===== src/rtl/signed_divide_by_power_of_2_pipelined_if.sv =====
// Valid/ready bus for the signed divide-by-2^s stage: upstream dividend/shift in,
// downstream quotient/remainder out.
interface signed_divide_by_power_of_2_pipelined_if #(
    parameter int N  = 8,
    parameter int SW = $clog2(N)
) ();
    logic          up_valid;
    logic          up_ready;
    logic [N-1:0]  up_a;
    logic [SW-1:0] up_s;
    logic          down_valid;
    logic          down_ready;
    logic [N-1:0]  down_q;
    logic [N-1:0]  down_r;

    modport master (
        output up_valid, up_a, up_s, down_ready,
        input  up_ready, down_valid, down_q, down_r
    );

    modport slave (
        input  up_valid, up_a, up_s, down_ready,
        output up_ready, down_valid, down_q, down_r
    );
endinterface


===== src/rtl/signed_divide_by_power_of_2_pipelined.sv =====
// Two-stage valid/ready signed division by 2^s, quotient truncated toward zero,
// remainder carries the sign of the dividend.
module signed_divide_by_power_of_2_pipelined #(
    parameter int N  = 8,
    parameter int SW = $clog2(N)
) (
    input logic clk,
    input logic rst_n,
    signed_divide_by_power_of_2_pipelined_if.slave bus_io
);

    logic          v1_q, v1_d;
    logic [N-1:0]  a1_q, a1_d;
    logic [N-1:0]  b1_q, b1_d;
    logic [SW-1:0] s1_q, s1_d;

    logic          v2_q, v2_d;
    logic [N-1:0]  q2_q, q2_d;
    logic [N-1:0]  r2_q, r2_d;

    logic          ld1_s;
    logic          ld2_s;
    logic signed [N-1:0] quot_s;
    logic [N-1:0]  rem_s;

    // Ones in the low s bits: the bias that turns floor-shift into truncation.
    function automatic logic [N-1:0] low_mask(input logic [SW-1:0] s);
        low_mask = ~({N{1'b1}} << s);
    endfunction

    assign ld2_s = !v2_q || bus_io.down_ready;
    assign ld1_s = !v1_q || ld2_s;

    assign bus_io.up_ready   = ld1_s;
    assign bus_io.down_valid = v2_q;
    assign bus_io.down_q     = q2_q;
    assign bus_io.down_r     = r2_q;

    // Stage 1 next state: capture dividend and add the bias to negative dividends.
    always_comb begin
        v1_d = v1_q;
        a1_d = a1_q;
        s1_d = s1_q;
        b1_d = b1_q;
        if (ld1_s) begin
            v1_d = bus_io.up_valid;
            if (bus_io.up_valid) begin
                a1_d = bus_io.up_a;
                s1_d = bus_io.up_s;
                b1_d = bus_io.up_a + (bus_io.up_a[N-1] ? low_mask(bus_io.up_s) : {N{1'b0}});
            end else begin
                a1_d = a1_q;
            end
        end else begin
            v1_d = v1_q;
        end
    end

    assign quot_s = $signed(b1_q) >>> s1_q;
    assign rem_s  = a1_q - (quot_s << s1_q);

    // Stage 2 next state: arithmetic shift of the biased value, exact remainder.
    always_comb begin
        v2_d = v2_q;
        q2_d = q2_q;
        r2_d = r2_q;
        if (ld2_s) begin
            v2_d = v1_q;
            if (v1_q) begin
                q2_d = quot_s;
                r2_d = rem_s;
            end else begin
                q2_d = q2_q;
            end
        end else begin
            v2_d = v2_q;
        end
    end

    // Pipeline registers.
    always_ff @(posedge clk or negedge rst_n) begin
        if (!rst_n) begin
            v1_q <= 1'b0;
            a1_q <= {N{1'b0}};
            b1_q <= {N{1'b0}};
            s1_q <= {SW{1'b0}};
            v2_q <= 1'b0;
            q2_q <= {N{1'b0}};
            r2_q <= {N{1'b0}};
        end else begin
            v1_q <= v1_d;
            a1_q <= a1_d;
            b1_q <= b1_d;
            s1_q <= s1_d;
            v2_q <= v2_d;
            q2_q <= q2_d;
            r2_q <= r2_d;
        end
    end

endmodule


===== src/flat_wrapper.sv =====
// flat-port wrapper written by rule: the top's interface ports become plain ports
module signed_divide_by_power_of_2_pipelined_flat 
#(
    parameter int N  = 8,
    parameter int SW = $clog2(N)
)
  (clk, rst_n, bus_io_up_valid, bus_io_up_a, bus_io_up_s, bus_io_down_ready, bus_io_up_ready, bus_io_down_valid, bus_io_down_q, bus_io_down_r);
  signed_divide_by_power_of_2_pipelined_if #(.N(N), .SW(SW)) bus_io_i ();
  input logic clk;
  input logic rst_n;
  input wire logic [$bits(bus_io_i.up_valid)-1:0] bus_io_up_valid;
  input wire logic [$bits(bus_io_i.up_a)-1:0] bus_io_up_a;
  input wire logic [$bits(bus_io_i.up_s)-1:0] bus_io_up_s;
  input wire logic [$bits(bus_io_i.down_ready)-1:0] bus_io_down_ready;
  output wire logic [$bits(bus_io_i.up_ready)-1:0] bus_io_up_ready;
  output wire logic [$bits(bus_io_i.down_valid)-1:0] bus_io_down_valid;
  output wire logic [$bits(bus_io_i.down_q)-1:0] bus_io_down_q;
  output wire logic [$bits(bus_io_i.down_r)-1:0] bus_io_down_r;
  assign bus_io_i.up_valid = bus_io_up_valid;
  assign bus_io_i.up_a = bus_io_up_a;
  assign bus_io_i.up_s = bus_io_up_s;
  assign bus_io_i.down_ready = bus_io_down_ready;
  assign bus_io_up_ready = bus_io_i.up_ready;
  assign bus_io_down_valid = bus_io_i.down_valid;
  assign bus_io_down_q = bus_io_i.down_q;
  assign bus_io_down_r = bus_io_i.down_r;
  signed_divide_by_power_of_2_pipelined #(.N(N), .SW(SW)) u_core (.clk(clk), .rst_n(rst_n), .bus_io(bus_io_i));
endmodule

===== config.mk =====
export PLATFORM = sky130hd
export DESIGN_NAME = signed_divide_by_power_of_2_pipelined_flat
export DESIGN_NICKNAME = d
export VERILOG_FILES = /design/src/rtl/signed_divide_by_power_of_2_pipelined_if.sv /design/src/rtl/signed_divide_by_power_of_2_pipelined.sv /design/src/flat_wrapper.sv
export SDC_FILE = /design/constraint.sdc
export NUM_CORES = 1
export LEC_CHECK = 0
export BUFFER_PORTS_ARGS = -buffer_cell sky130_fd_sc_hd__buf_2
export CELL_PAD_IN_SITES_DETAIL_PLACEMENT = 0
export CELL_PAD_IN_SITES_GLOBAL_PLACEMENT = 1
export CORE_MARGIN = 3
export CORE_UTILIZATION = 46
export CTS_BUF_LIST = sky130_fd_sc_hd__clkbuf_8
export CTS_CLUSTER_SIZE = 12
export DETAILED_ROUTE_END_ITERATION = 16
export PLACE_DENSITY_LB_ADDON = 0.12
export SLEW_MARGIN = 20
export SYNTH_ARGS = -nofsm -noshare
export SYNTH_HDL_FRONTEND = slang
export SYNTH_SLANG_ARGS = --single-unit
export TNS_END_PERCENT = 20

===== constraint.sdc =====
create_clock -name clk -period 2.85 [get_ports clk]
set_input_delay 0.57 -clock clk [delete_from_list [all_inputs] [get_ports clk]]
set_output_delay 0.57 -clock clk [all_outputs]
set_load 0.03 [all_outputs]

==> metrics.yaml <==
post_synth.cell_area_avg_um2: 10.10
status: "completed"
finalPower_w: 0.001920
dr.pass1.iters: 4
via_per_inst: 5.084
holdBufCountCts: 0
clkSinkCount: 37
cap_viol_max_count: 0
critPathCaptureType: "register"
critPathKind: "register to register"
fmax_mhz: 436.2
final_nets: 286
crit_chain: "nor3_1 -> and2_1 -> ha_1 -> inv_1 -> fa_1 -> a21oi_1 -> o21ai_0 -> a21oi_1 -> xor2_1 -> o21ai_0"
clkLatencyLatePin_ps: 290
crit_path_start_kind: "register"
maxSlewHeadroom: 0.4464
finalCritPeriodShare: 0.8044
diodes: 0
grt_pass1_wl_mm: 7.645
cts.clk_slew.worst_paths_ps: 70
drc: 0
synthCells: 223
io_buffers: 32
initialDrtViolationCount: 72
area_growth_pct: 13.17
yosys_warnings: 0
die_h_um: 75.97
die_x_um: 75.97
powerDensity_mw_per_mm2: 753.5
hpwlAfterDp_mm: 3.538
worstMarginPinSlew_ps: 830.4
fin_skew_ps: 5.676
hold_viol_final: 0
final-max-slew-violation-count: 0
core_area_mm2: 0.004534
rows: 24
reg2reg_to: "u_core.bus_io.down_r[6]"
setup_violations: 0
grt_max_degree: 38
clockBufferDepth: 2
layout-drive-gt1-share: 0.2549
crit_required_ps: 3000
p_leak_nw: 1.170
slowest_stage: "fa_1"
die_area_mm2: 0.005771
syn_area_mm2: 0.002252
hold_path_class: "primary input to asynchronous set/reset pin"
ys_ff_latch: 37
drt.antenna.violating_nets: 0
cp.arrival_ps: 2440
fill_cells: 420
worstPathMaxFanout: 2
antenna_found_initial: 0
period_needed_ps: 2293
post_drt_wl_per_cell_um: 14.07
cts_tree: "yes"
peakVddDrop_mv: 0.2648
initial_core_util: 0.4967
rsz0062_at_grt: "false"
reg2reg_depth: 10
ys_types: 40
first_global_vias: 1575
cpPeakStageDelay_ps: 400
final_cell_mix: "dfrtp_1 (37), buf_2 (32), nand2_1 (31), o21ai_0 (23), mux2_2 (16)"
ios: 33
synth_nets: 254
fin_setup_tns_ps: 0
gr-total-overflow: 0
vias: 1627
gp_congestion: 0.8826
cts_resized: 0
wl_mm: 4.502
ff2ff_setup_slack_ps: 560
ys_seq_area_frac: 0.4111
final_common_cell: "dfrtp_1"
rr_startpoint: "u_core.s1_q[2]"
post_cts_buffers: 0
grt.total_usage: 0.1659
cts_buffers: 5
cts.htree.levels: 2
cts_root_buf: "clkbuf_8"
-- per-stage QoR --
| step | instance area (µm²) | cells | hold slack, ps | utilization | setup WS, ps |
|---|---|---|---|---|---|
| after floorplan | 2252 | 223 | 274.4 | - | 616.8 |
| after global placement | 2462 | 313 | 457.2 | 0.5430 | 402.6 |
| after detailed placement | 2462 | 313 | 465.2 | 0.5430 | 391.4 |
| after CTS | 2549 | 320 | 406.8 | 0.5621 | 525.5 |
| after global routing | 2549 | 320 | 444.9 | 0.5621 | 356.8 |
| final | 2549 | 320 | 376.6 | 0.5621 | 557.4 |
-- cell type report --
cell class	count	area [µm²]	area share
multi-input combinational	169	1242	0.4875
sequential	37	925.9	0.3633
timing repair buffer	36	190.2	0.07462
clock buffer	6	82.58	0.03240
tap	65	81.33	0.03191
inverter	6	22.52	0.008837
clock inverter	1	3.754	0.001473
-- worst max path at each step --
stage                   start  slack (ps)  cells after the start                       to
3_3_place_gp   bus_io_up_s[2]         400                      9           u_core.b1_q[6]
4_1_cts        u_core.s1_q[2]         530                     10  u_core.bus_io.down_r[6]
3_5_place_dp   bus_io_up_s[2]         390                      9           u_core.b1_q[6]
2_1_floorplan  u_core.s1_q[0]         620                     11  u_core.bus_io.down_r[6]
5_1_grt        u_core.s1_q[2]         360                     10  u_core.bus_io.down_r[6]
6_report       u_core.s1_q[2]         560                     10  u_core.bus_io.down_r[6]
-- critical path: cells and delay by family, from the launching register on --
family / cells / cell delay [ps]
buf+inv: 1 / 50
fa+ha+maj: 2 / 560
simple gates: 2 / 480
compound gates: 4 / 560
flops: 1 / 380
xor+xnor: 1 / 140
-- report_power, final --
part	internal [W]	switching [W]	total [W]
logic	0.000318	0.000486	0.000804
clock network	0.000188	0.000178	0.000366
registers	0.000657	0.0000929	0.000750
total	0.00116	0.000756	0.00192
-- cell usage after synthesis, drive strengths merged --
library cell,number,share of area
dfrtp,37,0.41
nand2,32,0.054
o21ai,27,0.060
mux2,16,0.080
ha,14,0.078
a21oi,12,0.028
buf,8,0.022
nor2,7,0.012
inv,6,0.010
mux2i,6,0.027
nand2b,6,0.017
a211oi,5,0.017
nor3,5,0.011
o21a,5,0.017
xnor2,5,0.019
xor2,5,0.019
and2,3,0.0083
clkbuf,3,0.0056
mux4,3,0.032
o31ai,3,0.012
and3,2,0.0056
fa,2,0.018
nand3b,2,0.0067
a21o,1,0.0033
a31oi,1,0.0028
and2b,1,0.0039
nand3,1,0.0022
nor2b,1,0.0028
o211ai,1,0.0056
o21bai,1,0.0033
o31a,1,0.0039
or3,1,0.0028
-- logic make-up after synthesis --
| family | after synthesis | share of synthesized area |
|---|---|---|
| simple gates | 61 | 0.1261 |
| compound gates | 57 | 0.1528 |
| flops | 37 | 0.4111 |
| mux | 25 | 0.1383 |
| buf+inv | 17 | 0.03722 |
| fa+ha+maj | 16 | 0.09556 |
| xor+xnor | 10 | 0.03889 |
-- routing by layer --
metal	share of wire	vias to the layer above	global-route usage	routed length, µm
met5	0	-	0	0
met4	0.0089	0	0.05978	40
met3	0.047	4	0.04255	213
met2	0.44	37	0.2491	1964
met1	0.51	738	0.2320	2283
li1	-	848	-	-
-- sequential cells by signal, summed over array words and instances, names as in the netlist --
register	count
u_core.bus_io.down_valid	1
u_core.s1_q	3
u_core.bus_io.down_r	8
u_core.bus_io.down_q	8
u_core.b1_q	8
u_core.v1_q	1
u_core.a1_q	8
(Power assumes the default switching activity.)
